$ cat config.mk
export PLATFORM = sky130hd
export DESIGN_NAME = sha256_msg_padder
export DESIGN_NICKNAME = d
export VERILOG_FILES = /design/src/rtl/sha256_msg_padder.sv
export SDC_FILE = /design/constraint.sdc
export NUM_CORES = 1
export LEC_CHECK = 0
export BUFFER_PORTS_ARGS = -buffer_cell sky130_fd_sc_hd__buf_4
export CORE_MARGIN = 2
export CORE_UTILIZATION = 30
export CTS_CLUSTER_SIZE = 12
export DETAILED_ROUTE_END_ITERATION = 10
export PLACE_DENSITY_LB_ADDON = 0.3
export SYNTH_ARGS = -nofsm -noshare
export SYNTH_HDL_FRONTEND = slang
export SYNTH_SLANG_ARGS = --single-unit
$ cat constraint.sdc
create_clock -name clk -period 3.5 [get_ports clk]
set_clock_uncertainty 0.2 [all_clocks]
set_input_delay 0 -clock clk [delete_from_list [all_inputs] [get_ports clk]]
set_output_delay 0 -clock clk [all_outputs]
set_load 0.02 [all_outputs]
$ cat src/rtl/sha256_msg_padder.sv
// SHA-256 message padder: streams message words, appends 0x80 marker, zero fill and
// 64-bit bit length, and writes 16-word blocks to the scheduler memory. Build option:
// SHA256_PAD_BSWAP_EN selects little-endian input words (byte-swapped on entry).
module sha256_msg_padder #(
    parameter int MSG_LEN_W = 64
) (
    input  logic        clk,
    input  logic        reset,
    input  logic        s_valid,
    output logic        s_ready,
    input  logic [31:0] s_data,
    input  logic        s_last,
    input  logic [2:0]  s_bytes,
    output logic [31:0] message_word_in,
    output logic [3:0]  message_word_addr,
    output logic        write_enable_in,
    output logic        block_valid,
    output logic        block_last,
    input  logic        block_ack
);

    typedef enum logic [2:0] {
        IDLE   = 3'd0,
        DATA   = 3'd1,
        PAD    = 3'd2,
        ZERO   = 3'd3,
        LEN_HI = 3'd4,
        LEN_LO = 3'd5,
        WAIT   = 3'd6
    } state_t;

    state_t                 state_r;
    state_t                 next_state_s;
    logic [3:0]             word_idx_r;
    logic [MSG_LEN_W-1:0]   bit_len_r;
    logic [63:0]            len64_s;
    logic [31:0]            data_s;
    logic [31:0]            word_s;
    logic                   wr_s;
    logic                   accept_s;
    logic                   blk_pend_s;
    logic                   gen_go_s;
    logic [5:0]             len_inc_s;

    function automatic logic [31:0] byte_swap(input logic [31:0] w);
        byte_swap = {w[7:0], w[15:8], w[23:16], w[31:24]};
    endfunction

    // Keep the first nbytes bytes and place the 0x80 marker right after them.
    function automatic logic [31:0] pad_merge(input logic [31:0] w, input logic [2:0] nbytes);
        logic [4:0]  sh;
        logic [31:0] keep;
        sh   = {nbytes[1:0], 3'b000};
        keep = ~(32'hFFFF_FFFF >> sh);
        if (nbytes[2]) begin
            pad_merge = w;
        end else begin
            pad_merge = (w & keep) | (32'h8000_0000 >> sh);
        end
    endfunction

`ifdef SHA256_PAD_BSWAP_EN
    assign data_s = byte_swap(s_data);
`else
    assign data_s = s_data;
`endif

    // A write to index 15 still in flight blocks any further write until the block is acked.
    assign blk_pend_s = write_enable_in && (message_word_addr == 4'd15);
    assign gen_go_s   = !block_valid && !blk_pend_s;
    assign s_ready    = !reset && ((state_r == IDLE) || (state_r == DATA)) && gen_go_s;
    assign accept_s   = s_valid && s_ready;
    assign len64_s    = 64'(bit_len_r);
    assign len_inc_s  = s_last ? {s_bytes, 3'b000} : 6'd32;

    // State register.
    always_ff @(posedge clk) begin
        if (reset) begin
            state_r <= IDLE;
        end else begin
            state_r <= next_state_s;
        end
    end

    // Next-state logic.
    always_comb begin
        next_state_s = state_r;
        case (state_r)
            IDLE, DATA: begin
                if (accept_s) begin
                    if (s_last) begin
                        next_state_s = s_bytes[2] ? PAD : ZERO;
                    end else begin
                        next_state_s = DATA;
                    end
                end else begin
                    next_state_s = state_r;
                end
            end
            PAD:    next_state_s = gen_go_s ? ZERO : PAD;
            ZERO:   next_state_s = (gen_go_s && (word_idx_r == 4'd14)) ? LEN_HI : ZERO;
            LEN_HI: next_state_s = gen_go_s ? LEN_LO : LEN_HI;
            LEN_LO: next_state_s = gen_go_s ? WAIT : LEN_LO;
            WAIT:   next_state_s = (block_valid && block_ack) ? IDLE : WAIT;
            default: next_state_s = IDLE;
        endcase
    end

    // Output decode: which word (if any) is written next cycle.
    always_comb begin
        wr_s   = 1'b0;
        word_s = 32'h0000_0000;
        case (state_r)
            IDLE, DATA: begin
                if (accept_s) begin
                    wr_s   = 1'b1;
                    word_s = s_last ? pad_merge(data_s, s_bytes) : data_s;
                end else begin
                    wr_s   = 1'b0;
                end
            end
            PAD: begin
                wr_s   = gen_go_s;
                word_s = 32'h8000_0000;
            end
            ZERO: begin
                wr_s   = gen_go_s && (word_idx_r != 4'd14);
                word_s = 32'h0000_0000;
            end
            LEN_HI: begin
                wr_s   = gen_go_s;
                word_s = len64_s[63:32];
            end
            LEN_LO: begin
                wr_s   = gen_go_s;
                word_s = len64_s[31:0];
            end
            default: begin
                wr_s   = 1'b0;
                word_s = 32'h0000_0000;
            end
        endcase
    end

    // Registered memory port, word index, length counter and block flags.
    always_ff @(posedge clk) begin
        if (reset) begin
            message_word_in   <= 32'h0000_0000;
            message_word_addr <= 4'd0;
            write_enable_in   <= 1'b0;
            word_idx_r        <= 4'd0;
            bit_len_r         <= {MSG_LEN_W{1'b0}};
            block_valid       <= 1'b0;
            block_last        <= 1'b0;
        end else begin
            write_enable_in <= wr_s;
            if (wr_s) begin
                message_word_in   <= word_s;
                message_word_addr <= word_idx_r;
                word_idx_r        <= word_idx_r + 4'd1;
            end
            if ((state_r == WAIT) && (next_state_s == IDLE)) begin
                bit_len_r <= {MSG_LEN_W{1'b0}};
            end else if (accept_s) begin
                bit_len_r <= bit_len_r + MSG_LEN_W'(len_inc_s);
            end
            if (blk_pend_s) begin
                block_valid <= 1'b1;
                block_last  <= (state_r == WAIT);
            end else if (block_ack) begin
                block_valid <= 1'b0;
                block_last  <= 1'b0;
            end
        end
    end

endmodule

==> results_dict.tcl <==
set metrics [dict create \
    outcome "complete, no violations" \
    syn_area_um2 5249 \
    setup_tns_ns 0 \
    via_per_inst 5.647 \
    gr-total-overflow 0 \
    synth-seq-cells 107 \
    clk_pin_slew_ns 0.08 \
    period_minus_slack_ns 3.028 \
    path_cells "nor4b_4, o211ai_4, or4b_1, or4_1, a21oi_1" \
    avgSynthCellArea_um2 8.704 \
    finalPower_mw 2.679 \
    regArea_um2 2142 \
    holdWs_ns 0.1373 \
    rsz0062_at_grt "no" \
    clock_path_buffers 2 \
    antenna_found_initial 0 \
    wl_per_cell_um 17.52 \
    p_leak_nw 2.335 \
    cp.required_ns 3.58 \
    grt_max_degree 56 \
    ys_seq_area_frac 0.4081 \
    cts.sinks 107 \
    drive_above_1_share 0.1721 \
    maxSlewViolCount 0 \
    fin_crit_sh 0.8652 \
    synth_top_area_frac 0.4081 \
    worst-path-buf-inv 0 \
    yosys_most_used_dff "dfxtp_1" \
    maxCapViolCount 0 \
    grt_pass1_vias 4696 \
    die-area_um2 18570 \
    die_w_um 136.3 \
    synth_cell_types 52 \
    n_fill_cell 1715 \
    hold_violations 0 \
    syn_to_final_growth_pct 29.58 \
    grt_usage 0.1746 \
    fin_util 0.3960 \
    dr.pass1.iters 9 \
    synthTopCellsByArea "dfxtp_1 41%, a222oi_1 5.3%, o2bb2ai_1 5.2%" \
    die_y_um 136.3 \
    cts_root_buf "clkbuf_16" \
    row_count 48 \
    start_util 0.3056 \
    multi_input_comb_area_um2 2870 \
    nNetsFinal 750 \
    postSynthCellCount 603 \
    path_max_fanout 18 \
    p_per_area_nw_per_um2 393.9 \
    vdd_drop_max_v 0.0002721 \
    fmax_mhz 330.2 \
    worst_pin_slew_ns 0.8780 \
    final_cells 934 \
    port_buffers 79 \
    path_class "register to register" \
    crit_slowest_cell "or4b_1" \
    setup_viol 0 \
    synth_edf_count 0 \
    grt_pass1_wl_um 25190 \
    async_flop_share 0 \
    drt_iter0_drc 561 \
    relSlewSlack 0.4119 \
    startpoint_type "register" \
    routed_wl_um 16360 \
    dp_hpwl_um 11750 \
    max_stage_delay_ns 0.85 \
    crit_family "simple AND/OR/NAND/NOR gates" \
    synth_fp_nets 649 \
    hp-class "primary input to register" \
    place.gp.congestion 0.9115 \
    boundaryPins 80 \
    diodes 0 \
    cts_setup_buffers 0 \
    critPathArrivalTime_ns 3.10 \
    dp.cells 877 \
    clock_latency_ns 0.36 \
    via_count 5274 \
    cts_made_buffers 9 \
    core_area_um2 17180 \
    synth_largest_area_cell "dfxtp_1" \
    drcViolationCount 0 \
    ant_nets 0 \
    cts_tree "yes" \
    synth_warnings 0 \
    cts_max_level 3 \
    end_kind "register" \
]
-- power breakdown --
group          switching (mW)  internal, mW  leakage (nW)
Sequential             0.0199          1.23         0.864
Clock                   0.474         0.698         0.170
Combinational           0.131         0.121          1.30
Total                   0.625          2.05          2.34
-- flip-flops by register name, indices dropped and copies added, names as in the netlist --
name,cells
bit_len_r,61
state_r,3
word_idx_r,4
message_word_in,32
block_last,1
block_valid,1
message_word_addr,4
write_enable_in,1
-- routing by layer --
layer,up-vias,track usage,wire length (µm)
met5,-,0,0
met2,226,0.2772,7460
met3,14,0.03542,1486
li1,2516,-,-
met1,2518,0.2388,7232
met4,0,0.05208,185
-- synth_stat cells, types with 10 or more instances --
library cell,instances
a21oi_1,45
a222oi_1,28
and3_1,12
clkbuf_1,35
dfxtp_1,107
inv_1,16
nand2_1,39
nand3_1,25
nand4_1,21
nor2_1,45
nor3_1,10
o21ai_0,18
o2bb2ai_1,31
o31ai_1,20
or3_1,17
or4_1,20
xnor2_1,13
-- path summary, 6_finish.rpt --
check | startpoint | to | slack [ns] | cells after the start
max reg2reg | state_r[1]$_SDFF_PP0_ | bit_len_r[52]$_SDFFE_PP0N_ | 0.47 | 5
max | state_r[1]$_SDFF_PP0_ | bit_len_r[52]$_SDFFE_PP0N_ | 0.47 | 5
min | s_valid | bit_len_r[14]$_SDFFE_PP0N_ | 0.14 | 6
min reg2reg | message_word_in[10]$_SDFFE_PP0P_ | message_word_in[10]$_SDFFE_PP0P_ | 0.27 | 1
-- cells by family after synthesis --
| kind of cell | synth area share |
|---|---|
| AO/OA/AOI/OAI | 0.2439 |
| buffers and inverters | 0.04601 |
| adder cells (fa/ha/maj) | 0.01573 |
| multiplexers | 0.01335 |
| flip-flops | 0.4081 |
| AND/OR/NAND/NOR | 0.2412 |
| XOR/XNOR | 0.03170 |
-- repair_timing --
action / in CTS / in global routing
hold buffers: 41 / 0
gates resized for setup: 0 / 0
endpoints found under the hold margin: 48 / 0
-- area by class of cell --
cell class	count	share of cell area
multi-input combinational	436	0.4220
sequential	107	0.3149
timing repair buffer	134	0.1630
tap	225	0.04139
clock buffer	9	0.03311
clock inverter	7	0.01674
inverter	16	0.008830
-- placed cells by master, fill, tap and decap left out, types with 13 or more instances in the layout --
master	instances
dfxtp_1	107
buf_4	93
a21oi_1	45
nor2_1	44
dlygate4sd3_1	41
nand2_1	39
o2bb2ai_1	31
a222oi_1	28
nand3_1	25
nand4_1	21
o31ai_1	20
or4_1	20
o21ai_0	18
or3_1	17
inv_1	16
xnor2_1	13
-- worst min-delay path: stages --
cell and delay [ns]:
buf_4 0.11, nor4b_4 0.14, o211ai_4 0.14, nor3_1 0.09
xnor2_1 0.13, nor2_1 0.04
-- per-stage QoR --
step                worst slack [ns]  cell area [µm²]
finish                        0.4717             6802
global route                  0.3024             6802
CTS                           0.4942             6802
detailed placement            0.5396             6052
global placement              0.6435             6052
floorplan                     0.8882             5249
Power figures use the tool's default switching activity.
